===== config.mk =====
export PLATFORM = sky130hd
export DESIGN_NAME = regfile_wb_arbiter
export DESIGN_NICKNAME = d
export VERILOG_FILES = /design/src/rtl/regfile_wb_arbiter.sv
export SDC_FILE = /design/constraint.sdc
export NUM_CORES = 1
export LEC_CHECK = 0
export ABC_CLOCK_PERIOD_IN_PS = 2100
export CELL_PAD_IN_SITES_DETAIL_PLACEMENT = 0
export CELL_PAD_IN_SITES_GLOBAL_PLACEMENT = 1
export CORE_AREA = 2 2 77 57
export CTS_CLUSTER_SIZE = 14
export DETAILED_ROUTE_END_ITERATION = 7
export DIE_AREA = 0 0 79 59
export DONT_BUFFER_PORTS = 1
export PLACE_DENSITY_LB_ADDON = 0.1
export SYNTH_ARGS = -nofsm -noshare
export SYNTH_HDL_FRONTEND = slang
export SYNTH_SLANG_ARGS = --single-unit

===== constraint.sdc =====
create_clock -name clk -period 2.1 [get_ports clk]
set_input_delay 0.105 -clock clk [delete_from_list [all_inputs] [get_ports clk]]
set_output_delay 0.105 -clock clk [all_outputs]
set_load 0.02 [all_outputs]

===== src/rtl/regfile_wb_arbiter.sv =====
// Round-robin writeback arbiter for the register file write port, with a pending-write scoreboard.
// Optional forwarding compare port enabled by defining WB_FWD_EN.
module regfile_wb_arbiter #(
  parameter int NUM_REQ = 2,
  parameter int ADDR_W  = 3,
  parameter int DATA_W  = 8
) (
  input  logic                        clk,
  input  logic                        reset_n,
  input  logic [NUM_REQ-1:0]          req_valid,
  input  logic [NUM_REQ*ADDR_W-1:0]   req_reg,
  input  logic [NUM_REQ*DATA_W-1:0]   req_data,
  output logic [NUM_REQ-1:0]          req_ready,
  input  logic                        wb_stall,
  output logic                        RegWrite,
  output logic [ADDR_W-1:0]           write_reg,
  output logic signed [DATA_W-1:0]    write_data,
  output logic [(1<<ADDR_W)-1:0]      pending
`ifdef WB_FWD_EN
  ,
  input  logic [ADDR_W-1:0]           fwd_reg,
  output logic                        fwd_valid,
  output logic signed [DATA_W-1:0]    fwd_data
`endif
);

  localparam int PTR_W = (NUM_REQ > 2) ? 2 : 1;

  typedef enum logic [1:0] {IDLE, GRANT, HOLD} state_t;

  state_t                    state, state_nxt;
  logic [PTR_W-1:0]          ptr, ptr_nxt;
  logic                      arb_en;
  logic                      accept_p0;
  logic [NUM_REQ-1:0]        grant_p0;
  logic [ADDR_W-1:0]         sel_reg_p0;
  logic signed [DATA_W-1:0]  sel_data_p0;
  logic [(1<<ADDR_W)-1:0]    pending_nxt;

  // Stage p0: two passes over the requesters emulate a search that starts at ptr and wraps.
  always_comb begin
    arb_en      = reset_n && (state != HOLD) && !wb_stall;
    accept_p0   = 1'b0;
    grant_p0    = '0;
    sel_reg_p0  = '0;
    sel_data_p0 = '0;
    ptr_nxt     = ptr;
    for (int p = 0; p < 2; p++) begin
      for (int i = 0; i < NUM_REQ; i++) begin
        if (arb_en && !accept_p0 && req_valid[i] &&
            ((p == 0) ? (i >= int'(ptr)) : (i < int'(ptr)))) begin
          accept_p0   = 1'b1;
          grant_p0[i] = 1'b1;
          sel_reg_p0  = req_reg[i*ADDR_W +: ADDR_W];
          sel_data_p0 = req_data[i*DATA_W +: DATA_W];
          ptr_nxt     = (i == NUM_REQ-1) ? '0 : PTR_W'(i + 1);
        end
      end
    end
  end

  assign req_ready = grant_p0;

  always_comb begin
    state_nxt = state;
    RegWrite  = 1'b0;
    case (state)
      IDLE: begin
        if (accept_p0) state_nxt = GRANT;
      end
      GRANT: begin
        RegWrite = !wb_stall;
        if (wb_stall)       state_nxt = HOLD;
        else if (accept_p0) state_nxt = GRANT;
        else                state_nxt = IDLE;
      end
      HOLD: begin
        if (!wb_stall) state_nxt = GRANT;
      end
      default: state_nxt = IDLE;
    endcase
  end

  // A same-cycle retire and accept of one register leaves its bit set.
  always_comb begin
    pending_nxt = pending;
    if (RegWrite)  pending_nxt[write_reg]  = 1'b0;
    if (accept_p0) pending_nxt[sel_reg_p0] = 1'b1;
  end

  // Stage p1: registered write command and scoreboard.
  always_ff @(posedge clk or negedge reset_n) begin
    if (!reset_n) begin
      state      <= IDLE;
      ptr        <= '0;
      write_reg  <= '0;
      write_data <= '0;
      pending    <= '0;
    end else begin
      state   <= state_nxt;
      ptr     <= ptr_nxt;
      pending <= pending_nxt;
      if (accept_p0) begin
        write_reg  <= sel_reg_p0;
        write_data <= sel_data_p0;
      end
    end
  end

`ifdef WB_FWD_EN
  always_comb begin
    fwd_valid = (state != IDLE) && (write_reg == fwd_reg);
    fwd_data  = fwd_valid ? write_data : '0;
  end
`endif

endmodule

==> impl_metrics.yaml <==
finish:
  area_delta_synth_final_pct: 14.1
  drive_gt1_share_pct: 14.0
  final_common_cell: "dfrtp_1"
  final_nets: 135
  post-route-util_pct: 33.2
  layout_common_cells: "dfrtp_1 (22), a22o_1 (10), a21o_1 (9), o21ai_0 (6), o31ai_1 (6)"
  final_cells: 159
  antenna_cells: 0
drt:
  detail-route-antenna-nets: 0
  drt_iter0_markers: 24
  routed_wl_mm: 2.88
  routed-via-count: 820
  wl_per_cell_um: 18.1
  drt_drc_violations_left: 0
  viasPerCell: 5.16
  first_pass_iters: 4
power_and_ir_drop:
  ir_drop_v: 0.000381
  powerDensity_nw_per_um2: 1130
  p_leak_nw: 0.565
worst_setup_path:
  worstSetupPathType: "register to register"
  rrSetupSlack_ps: 510
  end_kind: "register"
  cp-start-kind: "register"
  worstPathRequired_ps: 2230
  startpoint: "state[1]"
  path_max_fanout: 4
  r2r_start: "state[1]"
  cp.arrival_ps: 1720
global_routing:
  gr-total-overflow: 0
  grt_pass1_wl_mm: 4.49
  grt_util_met3_pct: 6.71
  grt_use_total_pct: 13.1
  grt_util_met1_pct: 18.4
  antenna_found_initial: 0
  use_met2_pct: 17.8
  grt_max_degree: 23
  busiest_layer: "met1"
  grt_pass1_vias: 822
timing:
  period_share_pct: 75.9
  maxSlewHeadroom_pct: 32.7
  slew_viol_final: 0
  setup_tns_ps: 0
  hold_viol_final: 0
  setup_viol: 0
  finalWorstPathRequiredPeriod_ps: 1590
  rsz0062_at_grt: "no"
  worst_slew_pin_slew_ps: 1010
  max_freq_ghz: 0.628
  finClkSkew_ps: 2.92
place:
  gp_congestion: 0.778
  port_buffers: 0
  numPlacedInstances: 152
  dpl.hpwl_mm: 2.23
synthesis:
  yosysTopAreaCellShare_pct: 49.2
  yosysUniqueCellTypes: 31
  synth_nets: 128
  synth_top_cells_by_area: "dfrtp_1 (49%), a22o_1 (7.8%), a21o_1 (6.0%)"
  ys_ff_latch: 22
  seq_area_frac_synth_pct: 49.2
  yosys_warnings: 0
  postSynthAreaPerCell_um2: 11.1
  yosysTopAreaCell: "dfrtp_1"
  syn_inst: 101
  syn_area_um2: 1120
cts:
  cts.sinks: 22
  clockBufferDepth: 2
  cts_tree: "yes"
  clkTransAtPathRegs_ps: 80
  worst_skew_pair.late_latency_ps: 260
  cts_htree_levels: 1
  cts_root_buf: "clkbuf_8"
  cts_buffers: 3
run:
  drv_cap: 0
die:
  core-area_um2: 3850
  die_w_um: 79
  row_count: 19
  io_pins: 49
  die_y_um: 59
  die_area_um2: 4660
  start_util_pct: 29.1
hold_path:
  worstHoldStart: "req_valid[0]"
  hold_class: "primary input to register"
run_status:
  status: "complete, no violations"
==> critical path: stages (launching register included) <==
cell	delay, ps
dfrtp_1	410
nor3b_1	400
nand2_1	190
o21ai_0	310
o31ai_1	150
==> per-layer routing <==
layer	routed length [µm]	vias to the layer above	share of wire [%]
met5	0	-	0
met4	13	0	0.45
met3	245	2	8.5
met2	1240	25	43
met1	1380	399	48
li1	-	394	-
==> repair_timing <==
action	4_1_cts	5_1_grt
hold buffers	3	0
gates resized for setup	0	0
setup endpoints to repair	0	0
hold endpoints to repair	25	0
setup buffers	0	0
==> cell families (layout without fill, tap and decap cells) <==
kind of cell | count (synthesis) | count (layout) | synth area share, %
compound gates | 48 | 48 | 31.4
buf+inv | 7 | 13 | 3.80
flops | 22 | 22 | 49.2
simple gates | 24 | 24 | 15.6
==> synth_stat cells (all sizes together) <==
| master | instances |
|---|---|
| dfrtp | 22 |
| o21ai | 11 |
| a22o | 10 |
| a21o | 9 |
| o31ai | 6 |
| nand2 | 5 |
| nor2 | 5 |
| buf | 4 |
| nand2b | 4 |
| nor2b | 4 |
| a32oi | 3 |
| inv | 3 |
| a21boi | 2 |
| nor3 | 2 |
| nor3b | 2 |
| a21bo | 1 |
| a21oi | 1 |
| a22oi | 1 |
| a31oi | 1 |
| a32o | 1 |
| and2 | 1 |
| nor4 | 1 |
| o21a | 1 |
| o32ai | 1 |
==> worst paths after layout <==
check	cells past startpoint	to
min reg2reg	3	state[0]
max	4	pending[4]
max in group asynchronous	1	ptr
min	2	ptr
min in group asynchronous	1	write_reg[0]
max reg2reg	4	pending[4]
==> power breakdown <==
group	leakage (nW)	internal [W]	switching, W
clock network	0.0357	0.000255	0.000143
registers	0.269	0.000544	0.000256
logic	0.260	0.000117	0.000130
==> area by class of cell <==
| type | instances | area (µm²) |
|---|---|---|
| Clock inverter | 1 | 30.0 |
| Inverter | 3 | 11.3 |
| Multi-Input combinational cell | 72 | 527 |
| Tap cell | 52 | 65.1 |
| Sequential cell | 22 | 551 |
| Clock buffer | 3 | 41.3 |
| Timing Repair Buffer | 6 | 52.6 |
| Fill cell | 409 | 2570 |
==> metrics by stage <==
step                total power, W  instance area, µm²  hold WS [ps]  setup WS [ps]
detailed placement         0.00105                1180          -190            474
floorplan                 0.000967                1120          -191            445
global placement           0.00104                1180          -190            461
CTS                        0.00147                1280          22.3            460
finish                     0.00144                1280          27.8            506
global route               0.00152                1280          45.4            342
Note: power is estimated with default switching activity, not from simulation.
